**config.mk**
```make
export PLATFORM = sky130hd
export DESIGN_NAME = cell_plotter
export DESIGN_NICKNAME = d
export VERILOG_FILES = /design/src/rtl/cell_plotter.sv
export SDC_FILE = /design/constraint.sdc
export NUM_CORES = 1
export LEC_CHECK = 0
export CORE_UTILIZATION = 46
export DETAILED_ROUTE_END_ITERATION = 7
export PLACE_DENSITY = 0.72
export SLEW_MARGIN = 15
export SYNTH_ARGS = -nofsm -noshare
export SYNTH_HDL_FRONTEND = slang
export SYNTH_SLANG_ARGS = --single-unit
```
**constraint.sdc**
```tcl
create_clock -name clk -period 17.9 [get_ports clk]
set_input_delay 1.79 -clock clk [delete_from_list [all_inputs] [get_ports clk]]
set_output_delay 1.79 -clock clk [all_outputs]
set_load 0.02 [all_outputs]
```
**src/rtl/cell_plotter.sv**
```systemverilog
// cell_plotter
//   Rasterises one CELL x CELL board cell into the VGA adapter write port,
//   one pixel per clock, in row-major order (dx fastest).
//   select: 0 empty square, 1 cursor outline, 2 black disk, 3 white disk.
//
// Ports
//   clk        system clock
//   reset      synchronous active-high reset
//   start      draw request pulse, honoured only while idle
//   x_origin   top-left x of the cell (8 bits)
//   y_origin   top-left y of the cell (7 bits)
//   select     cell type code
//   vga_x      pixel x (origin + dx, mod 256)
//   vga_y      pixel y (origin + dy, mod 128)
//   vga_colour pixel colour
//   vga_plot   pixel write enable
//   busy       high while pixels are being emitted
//   done       one-cycle completion pulse
//
// Build option
//   CELL_PLOTTER_CLIP_EN : pixels at x>=160 or y>=120 keep their cycle slot
//                          but are not plotted. Undefined: no clipping.
module cell_plotter #(
  parameter int         CELL      = 12,
  parameter int         RADIUS    = 5,
  parameter logic [2:0] COL_BOARD = 3'b010,
  parameter logic [2:0] COL_BOX   = 3'b110,
  parameter logic [2:0] COL_BLACK = 3'b000,
  parameter logic [2:0] COL_WHITE = 3'b111
) (
  input  logic       clk,
  input  logic       reset,
  input  logic       start,
  input  logic [7:0] x_origin,
  input  logic [6:0] y_origin,
  input  logic [1:0] select,
  output logic [7:0] vga_x,
  output logic [6:0] vga_y,
  output logic [2:0] vga_colour,
  output logic       vga_plot,
  output logic       busy,
  output logic       done
);

  localparam logic [1:0] S_IDLE = 2'd0;
  localparam logic [1:0] S_DRAW = 2'd1;
  localparam logic [1:0] S_FIN  = 2'd2;

  localparam logic        [3:0]  CMAX   = 4'(CELL - 1);
  localparam logic signed [5:0]  CMAX_S = 6'(CELL - 1);
  localparam logic signed [11:0] R2     = 12'(4 * RADIUS * RADIUS);

  // Disk membership in doubled coordinates so the cell centre is integral.
  function automatic logic in_disk(input logic [3:0] cx, input logic [3:0] cy);
    logic signed [5:0]  ex, ey;
    logic signed [11:0] sx, sy;
    ex = $signed({1'b0, cx, 1'b0}) - CMAX_S;
    ey = $signed({1'b0, cy, 1'b0}) - CMAX_S;
    sx = 12'(ex);
    sy = 12'(ey);
    return (sx * sx + sy * sy) <= R2;
  endfunction

  function automatic logic [2:0] pixel_colour(input logic [1:0] s,
                                              input logic [3:0] cx,
                                              input logic [3:0] cy);
    case (s)
      2'd0:    return COL_BOARD;
      2'd1:    return (cx == 4'd0 || cx == CMAX || cy == 4'd0 || cy == CMAX)
                      ? COL_BOX : COL_BOARD;
      2'd2:    return in_disk(cx, cy) ? COL_BLACK : COL_BOARD;
      default: return in_disk(cx, cy) ? COL_WHITE : COL_BOARD;
    endcase
  endfunction

  logic [1:0] state;
  logic [7:0] xo;
  logic [6:0] yo;
  logic [1:0] sel;
  logic [3:0] dx, dy;

  logic       last_col, last_pix;
  logic [7:0] base_x_p0;
  logic [6:0] base_y_p0;
  logic [1:0] base_sel_p0;
  logic [3:0] cx_p0, cy_p0;
  logic [7:0] pix_x_p0;
  logic [6:0] pix_y_p0;
  logic [2:0] pix_colour_p0;
  logic       pix_keep_p0;

  // Stage p0: the pixel to be registered on this edge. While idle it is
  // pixel (0,0) of the incoming request, so the first pixel lands one cycle
  // after start; while drawing it is the successor of (dx,dy).
  always_comb begin
    last_col = (dx == CMAX);
    last_pix = last_col && (dy == CMAX);
    if (state == S_IDLE) begin
      base_x_p0   = x_origin;
      base_y_p0   = y_origin;
      base_sel_p0 = select;
      cx_p0       = 4'd0;
      cy_p0       = 4'd0;
    end else begin
      base_x_p0   = xo;
      base_y_p0   = yo;
      base_sel_p0 = sel;
      cx_p0       = last_col ? 4'd0 : dx + 4'd1;
      cy_p0       = last_col ? dy + 4'd1 : dy;
    end
    pix_x_p0      = base_x_p0 + {4'd0, cx_p0};
    pix_y_p0      = base_y_p0 + {3'd0, cy_p0};
    pix_colour_p0 = pixel_colour(base_sel_p0, cx_p0, cy_p0);
`ifdef CELL_PLOTTER_CLIP_EN
    pix_keep_p0   = (pix_x_p0 < 8'd160) && (pix_y_p0 < 7'd120);
`else
    pix_keep_p0   = 1'b1;
`endif
  end

  // Stage p1: registered pixel outputs and control.
  always_ff @(posedge clk) begin
    if (reset) begin
      state      <= S_IDLE;
      xo         <= '0;
      yo         <= '0;
      sel        <= '0;
      dx         <= '0;
      dy         <= '0;
      vga_x      <= '0;
      vga_y      <= '0;
      vga_colour <= '0;
      vga_plot   <= 1'b0;
      busy       <= 1'b0;
      done       <= 1'b0;
    end else begin
      case (state)
        S_IDLE: begin
          done     <= 1'b0;
          vga_plot <= 1'b0;
          if (start) begin
            xo         <= x_origin;
            yo         <= y_origin;
            sel        <= select;
            dx         <= 4'd0;
            dy         <= 4'd0;
            vga_x      <= pix_x_p0;
            vga_y      <= pix_y_p0;
            vga_colour <= pix_colour_p0;
            vga_plot   <= pix_keep_p0;
            busy       <= 1'b1;
            state      <= S_DRAW;
          end
        end
        S_DRAW: begin
          if (last_pix) begin
            vga_plot <= 1'b0;
            busy     <= 1'b0;
            done     <= 1'b1;
            state    <= S_FIN;
          end else begin
            dx         <= cx_p0;
            dy         <= cy_p0;
            vga_x      <= pix_x_p0;
            vga_y      <= pix_y_p0;
            vga_colour <= pix_colour_p0;
            vga_plot   <= pix_keep_p0;
          end
        end
        S_FIN: begin
          done  <= 1'b0;
          state <= S_IDLE;
        end
        default: begin
          vga_plot <= 1'b0;
          busy     <= 1'b0;
          done     <= 1'b0;
          state    <= S_IDLE;
        end
      endcase
    end
  end

endmodule

```
==> impl_metrics.xml <==
<?xml version="1.0" encoding="UTF-8"?>
<metrics>
  <group name="floorplan">
    <metric name="core_area" unit="sq um">9860</metric>
    <metric name="boundary_pins" unit="">41</metric>
    <metric name="initial_core_utilization" unit="">0.479</metric>
    <metric name="die_height" unit="um">103</metric>
    <metric name="fp-row-count" unit="">36</metric>
    <metric name="die_x" unit="um">103</metric>
    <metric name="die-area" unit="sq um">10700</metric>
  </group>
  <group name="logic_synthesis">
    <metric name="synth_top_area_cell" unit="">fa_1</metric>
    <metric name="synthesized_instance_count" unit="">544</metric>
    <metric name="synth_top_family_by_area" unit="">adder cells</metric>
    <metric name="synthAdderAreaFrac" unit="">0.369</metric>
    <metric name="synthesis.area_per_instance" unit="sq um">8.69</metric>
    <metric name="yosys.area.top_type_share" unit="">0.207</metric>
    <metric name="yosys-top-cells-area" unit="">fa_1, dfxtp_1, ha_1</metric>
    <metric name="netlist_area" unit="sq um">4730</metric>
    <metric name="ys_ff_latch" unit="">48</metric>
    <metric name="synthXorXnorAreaFrac" unit="">0.0685</metric>
    <metric name="synthMuxAreaShare" unit="">0.0233</metric>
    <metric name="netlist-cell-type-count" unit="">40</metric>
    <metric name="synth-main-ff-cell" unit="">dfxtp_1</metric>
    <metric name="yosys.area_share.simple" unit="">0.168</metric>
    <metric name="synth_compound_area_frac" unit="">0.111</metric>
    <metric name="synth_fp_nets" unit="">674</metric>
    <metric name="ys_async_sr_fraction" unit="">0</metric>
    <metric name="synth.yosys.seq_area_share" unit="">0.203</metric>
    <metric name="yosysWarnings" unit="">0</metric>
    <metric name="synth-edff-count" unit="">0</metric>
  </group>
  <group name="sta">
    <metric name="final.min_clock_period" unit="ns">7.76</metric>
    <metric name="post-route-period-util" unit="">0.434</metric>
    <metric name="relSlewSlack" unit="">0.299</metric>
    <metric name="final.setup.tns" unit="ns">0</metric>
    <metric name="count_of_final_max_slew_check_failures" unit="">0</metric>
    <metric name="fmax" unit="MHz">129</metric>
    <metric name="setup_viol" unit="">0</metric>
    <metric name="holdWs" unit="ns">0.457</metric>
    <metric name="fin_hold_viols" unit="">0</metric>
    <metric name="worst_pin_slew" unit="ns">1.05</metric>
    <metric name="rsz_0062_raised_after_global_routing" unit="">no</metric>
    <metric name="final.setup_skew" unit="ns">0.0151</metric>
  </group>
  <group name="global_routing">
    <metric name="largest_net_degree_at_the_start_of_global_routing" unit="">49</metric>
    <metric name="grt_pass1_wl" unit="um">17200</metric>
    <metric name="gr_met3_demand_resource" unit="">0.0208</metric>
    <metric name="globalRouteOverflowTotal" unit="">0</metric>
    <metric name="use_met2" unit="">0.334</metric>
    <metric name="number_of_global_route_vias_before_repair" unit="">3605</metric>
    <metric name="grt_peak_use_layer" unit="">met2</metric>
    <metric name="antenna_found_initial" unit="">0</metric>
    <metric name="grtUsageTotal" unit="">0.208</metric>
    <metric name="grt.met1_usage" unit="">0.308</metric>
  </group>
  <group name="finish">
    <metric name="register_area" unit="sq um">961</metric>
    <metric name="post-route-util" unit="">0.545</metric>
    <metric name="filler_cell_count" unit="">885</metric>
    <metric name="fin_nets" unit="">707</metric>
    <metric name="syn_to_final_growth" unit="%">13.6</metric>
    <metric name="final-instance-count-excl-fill" unit="">711</metric>
    <metric name="n_antenna_cell" unit="">0</metric>
    <metric name="drive_gt1_frac" unit="">0.0381</metric>
    <metric name="multi_input_logic_area" unit="sq um">3500</metric>
    <metric name="final_area" unit="sq um">5370</metric>
  </group>
  <group name="power_and_ir_drop">
    <metric name="p_seq_frac" unit="">0.307</metric>
    <metric name="combinationalPowerShare" unit="">0.472</metric>
    <metric name="static-leakage-power" unit="nW">2.52</metric>
    <metric name="powerDensity" unit="nW/um^2">71.4</metric>
    <metric name="p_int" unit="uW">243</metric>
    <metric name="p_clk_frac" unit="">0.221</metric>
    <metric name="sw_frac_of_total" unit="">0.366</metric>
    <metric name="switchingPower" unit="uW">140</metric>
    <metric name="power.ir.vdd_worst" unit="mV">0.0391</metric>
  </group>
  <group name="worst_setup_path">
    <metric name="critical_path_required" unit="ns">18.13</metric>
    <metric name="timing.critical_path.fanout_max" unit="">10</metric>
    <metric name="worstPathArrival" unit="ns">7.99</metric>
    <metric name="start_kind" unit="">register</metric>
    <metric name="startpoint" unit="">dx[0]</metric>
    <metric name="cp-end-kind" unit="">register</metric>
    <metric name="source_of_the_worst_register_to_register_timing_path" unit="">dx[0]</metric>
    <metric name="worstSetupPathType" unit="">register to register</metric>
  </group>
  <group name="cts">
    <metric name="tritoncts" unit="">done</metric>
    <metric name="numCtsBuffers" unit="">5</metric>
    <metric name="cts.hold.buffers_added" unit="">0</metric>
    <metric name="buffers_inserted_during_post_cts_setup_optimization" unit="">0</metric>
    <metric name="cts.sinks" unit="">48</metric>
    <metric name="clkTransAtPathRegs" unit="ns">0.10</metric>
    <metric name="clk_path_buf_depth" unit="">2</metric>
    <metric name="cts_root_buf" unit="">clkbuf_8</metric>
    <metric name="cts.repair.resized" unit="">0</metric>
    <metric name="worst_skew_pair.late_latency" unit="ns">0.31</metric>
    <metric name="htreeDepth" unit="">2</metric>
  </group>
  <group name="placement">
    <metric name="placedInstanceArea" unit="sq um">5250</metric>
    <metric name="routabilityCongestion" unit="">0.845</metric>
    <metric name="dp.final_hpwl" unit="um">8280</metric>
    <metric name="buffer_ports.inserted" unit="">40</metric>
    <metric name="dp_cells" unit="">703</metric>
  </group>
  <group name="worst_hold_path">
    <metric name="hold_start" unit="">vga_x[5]</metric>
    <metric name="hold_path.class" unit="">register to register</metric>
  </group>
  <group name="routing">
    <metric name="vias" unit="">3680</metric>
    <metric name="antenna_violating_nets_left" unit="">0</metric>
    <metric name="drt_iter0_drc" unit="">123</metric>
    <metric name="postRouteWirelength" unit="um">10300</metric>
    <metric name="drt_pre_antenna_iters" unit="">4</metric>
    <metric name="wl_per_cell" unit="um">14.5</metric>
    <metric name="post-route-drc-count" unit="">0</metric>
    <metric name="via_to_cell_ratio" unit="">5.18</metric>
  </group>
  <group name="flow_run">
    <metric name="max_cap_viol_count" unit="">0</metric>
  </group>
  <group name="status">
    <metric name="result_of_the_run" unit="">completed</metric>
  </group>
</metrics>
final cells by class:
class,count,area share
Clock buffer,6,0.0154
Clock inverter,2,0.00722
Inverter,52,0.0363
Multi-Input combinational cell,426,0.651
Sequential cell,48,0.179
Tap cell,133,0.0310
Timing Repair Buffer,44,0.0801
synth_stat cells (4+ instances only):
cell      count
nand2_1     100
ha_1         61
a21oi_1      52
inv_1        52
fa_1         49
dfxtp_1      48
nor2_1       39
xnor2_1      33
clkbuf_1     11
mux2i_1      11
a21o_1        8
nor3_1        8
buf_2         7
nand3_1       7
o21ai_0       7
a211oi_1      5
a22oi_1       5
nand2b_1      4
or3_1         4
xor2_1        4
cell usage in the layout (no fill, tap or decap), types with 4 or more instances in the layout:
master,Yosys,final
clkdlybuf4s50_1,0,40
xnor2_1,33,33
mux2i_1,11,11
ha_1,61,61
buf_4,0,4
nand3_1,7,7
clkbuf_8,0,6
fa_1,49,49
a211oi_1,5,5
a21oi_1,52,52
inv_1,52,52
nor2_1,39,39
a21o_1,8,8
dfxtp_1,48,48
nand2_1,100,100
or3_1,4,4
nor3_1,8,8
nand2b_1,4,4
o21ai_0,7,7
a22oi_1,5,5
xor2_1,4,4
sequential cells by signal, summed over array words and instances, names as in the netlist:
register and flops:
vga_x 8, xo 8, vga_y 7, yo 7, dx 4, dy 4, vga_colour 3, sel 2
state 2, busy 1, done 1, vga_plot 1
through the flow:
step	worst slack [ns]	total power [mW]
after floorplan	10.73	0.250
after global placement	10.43	0.293
after detailed placement	10.13	0.302
after CTS	10.10	0.386
after global routing	9.56	0.412
final	10.14	0.383
per-layer routing:
layer	wire, um	vias to the layer above
li1	-	1839
met2	4700	72
met5	0	-
met4	106	0
met1	5190	1757
met3	309	12
worst max-delay path, cell delays in order, from the launching register on:
cell and delay [ns]:
dfxtp_1 0.41, ha_1 0.36, and3b_1 0.28, mux2i_1 0.18
or2_2 0.21, inv_1 0.19, a21oi_1 0.85, inv_1 0.23
nor2_1 0.22, inv_1 0.08, fa_1 0.50, inv_1 0.05
fa_1 0.47, fa_1 0.52, fa_1 0.51, fa_1 0.49
ha_1 0.35, fa_1 0.47, a21o_1 0.18, a21oi_1 0.20
o21ai_0 0.14, xnor2_1 0.17, a21oi_1 0.12, or3_1 0.35
a21oi_1 0.13
power by group through the flow:
stage,sequential [mW],clock [mW],combinational (mW)
CTS,0.118,0.0852,0.183
detailed placement,0.120,0,0.181
global route,0.119,0.0894,0.204
global placement,0.120,0,0.173
floorplan,0.125,0,0.125
finish,0.118,0.0846,0.181
path summary, 6_finish.rpt:
kind                   end  slack (ns)  depth (start not counted)
max          vga_colour[0]       10.14                         24
min               vga_x[5]        0.46                          2
max reg2reg  vga_colour[0]       10.14                         24
min reg2reg       vga_x[5]        0.46                          2
logic make-up after synthesis:
logic type	Yosys count
AOI/OAI and AO/OA	87
xor gates and xnor gates	37
adders and majority gates	110
buffers and inverters	70
DFF	48
muxes	11
and+or+nand+nor	181
Note: power is estimated with default switching activity, not from simulation.
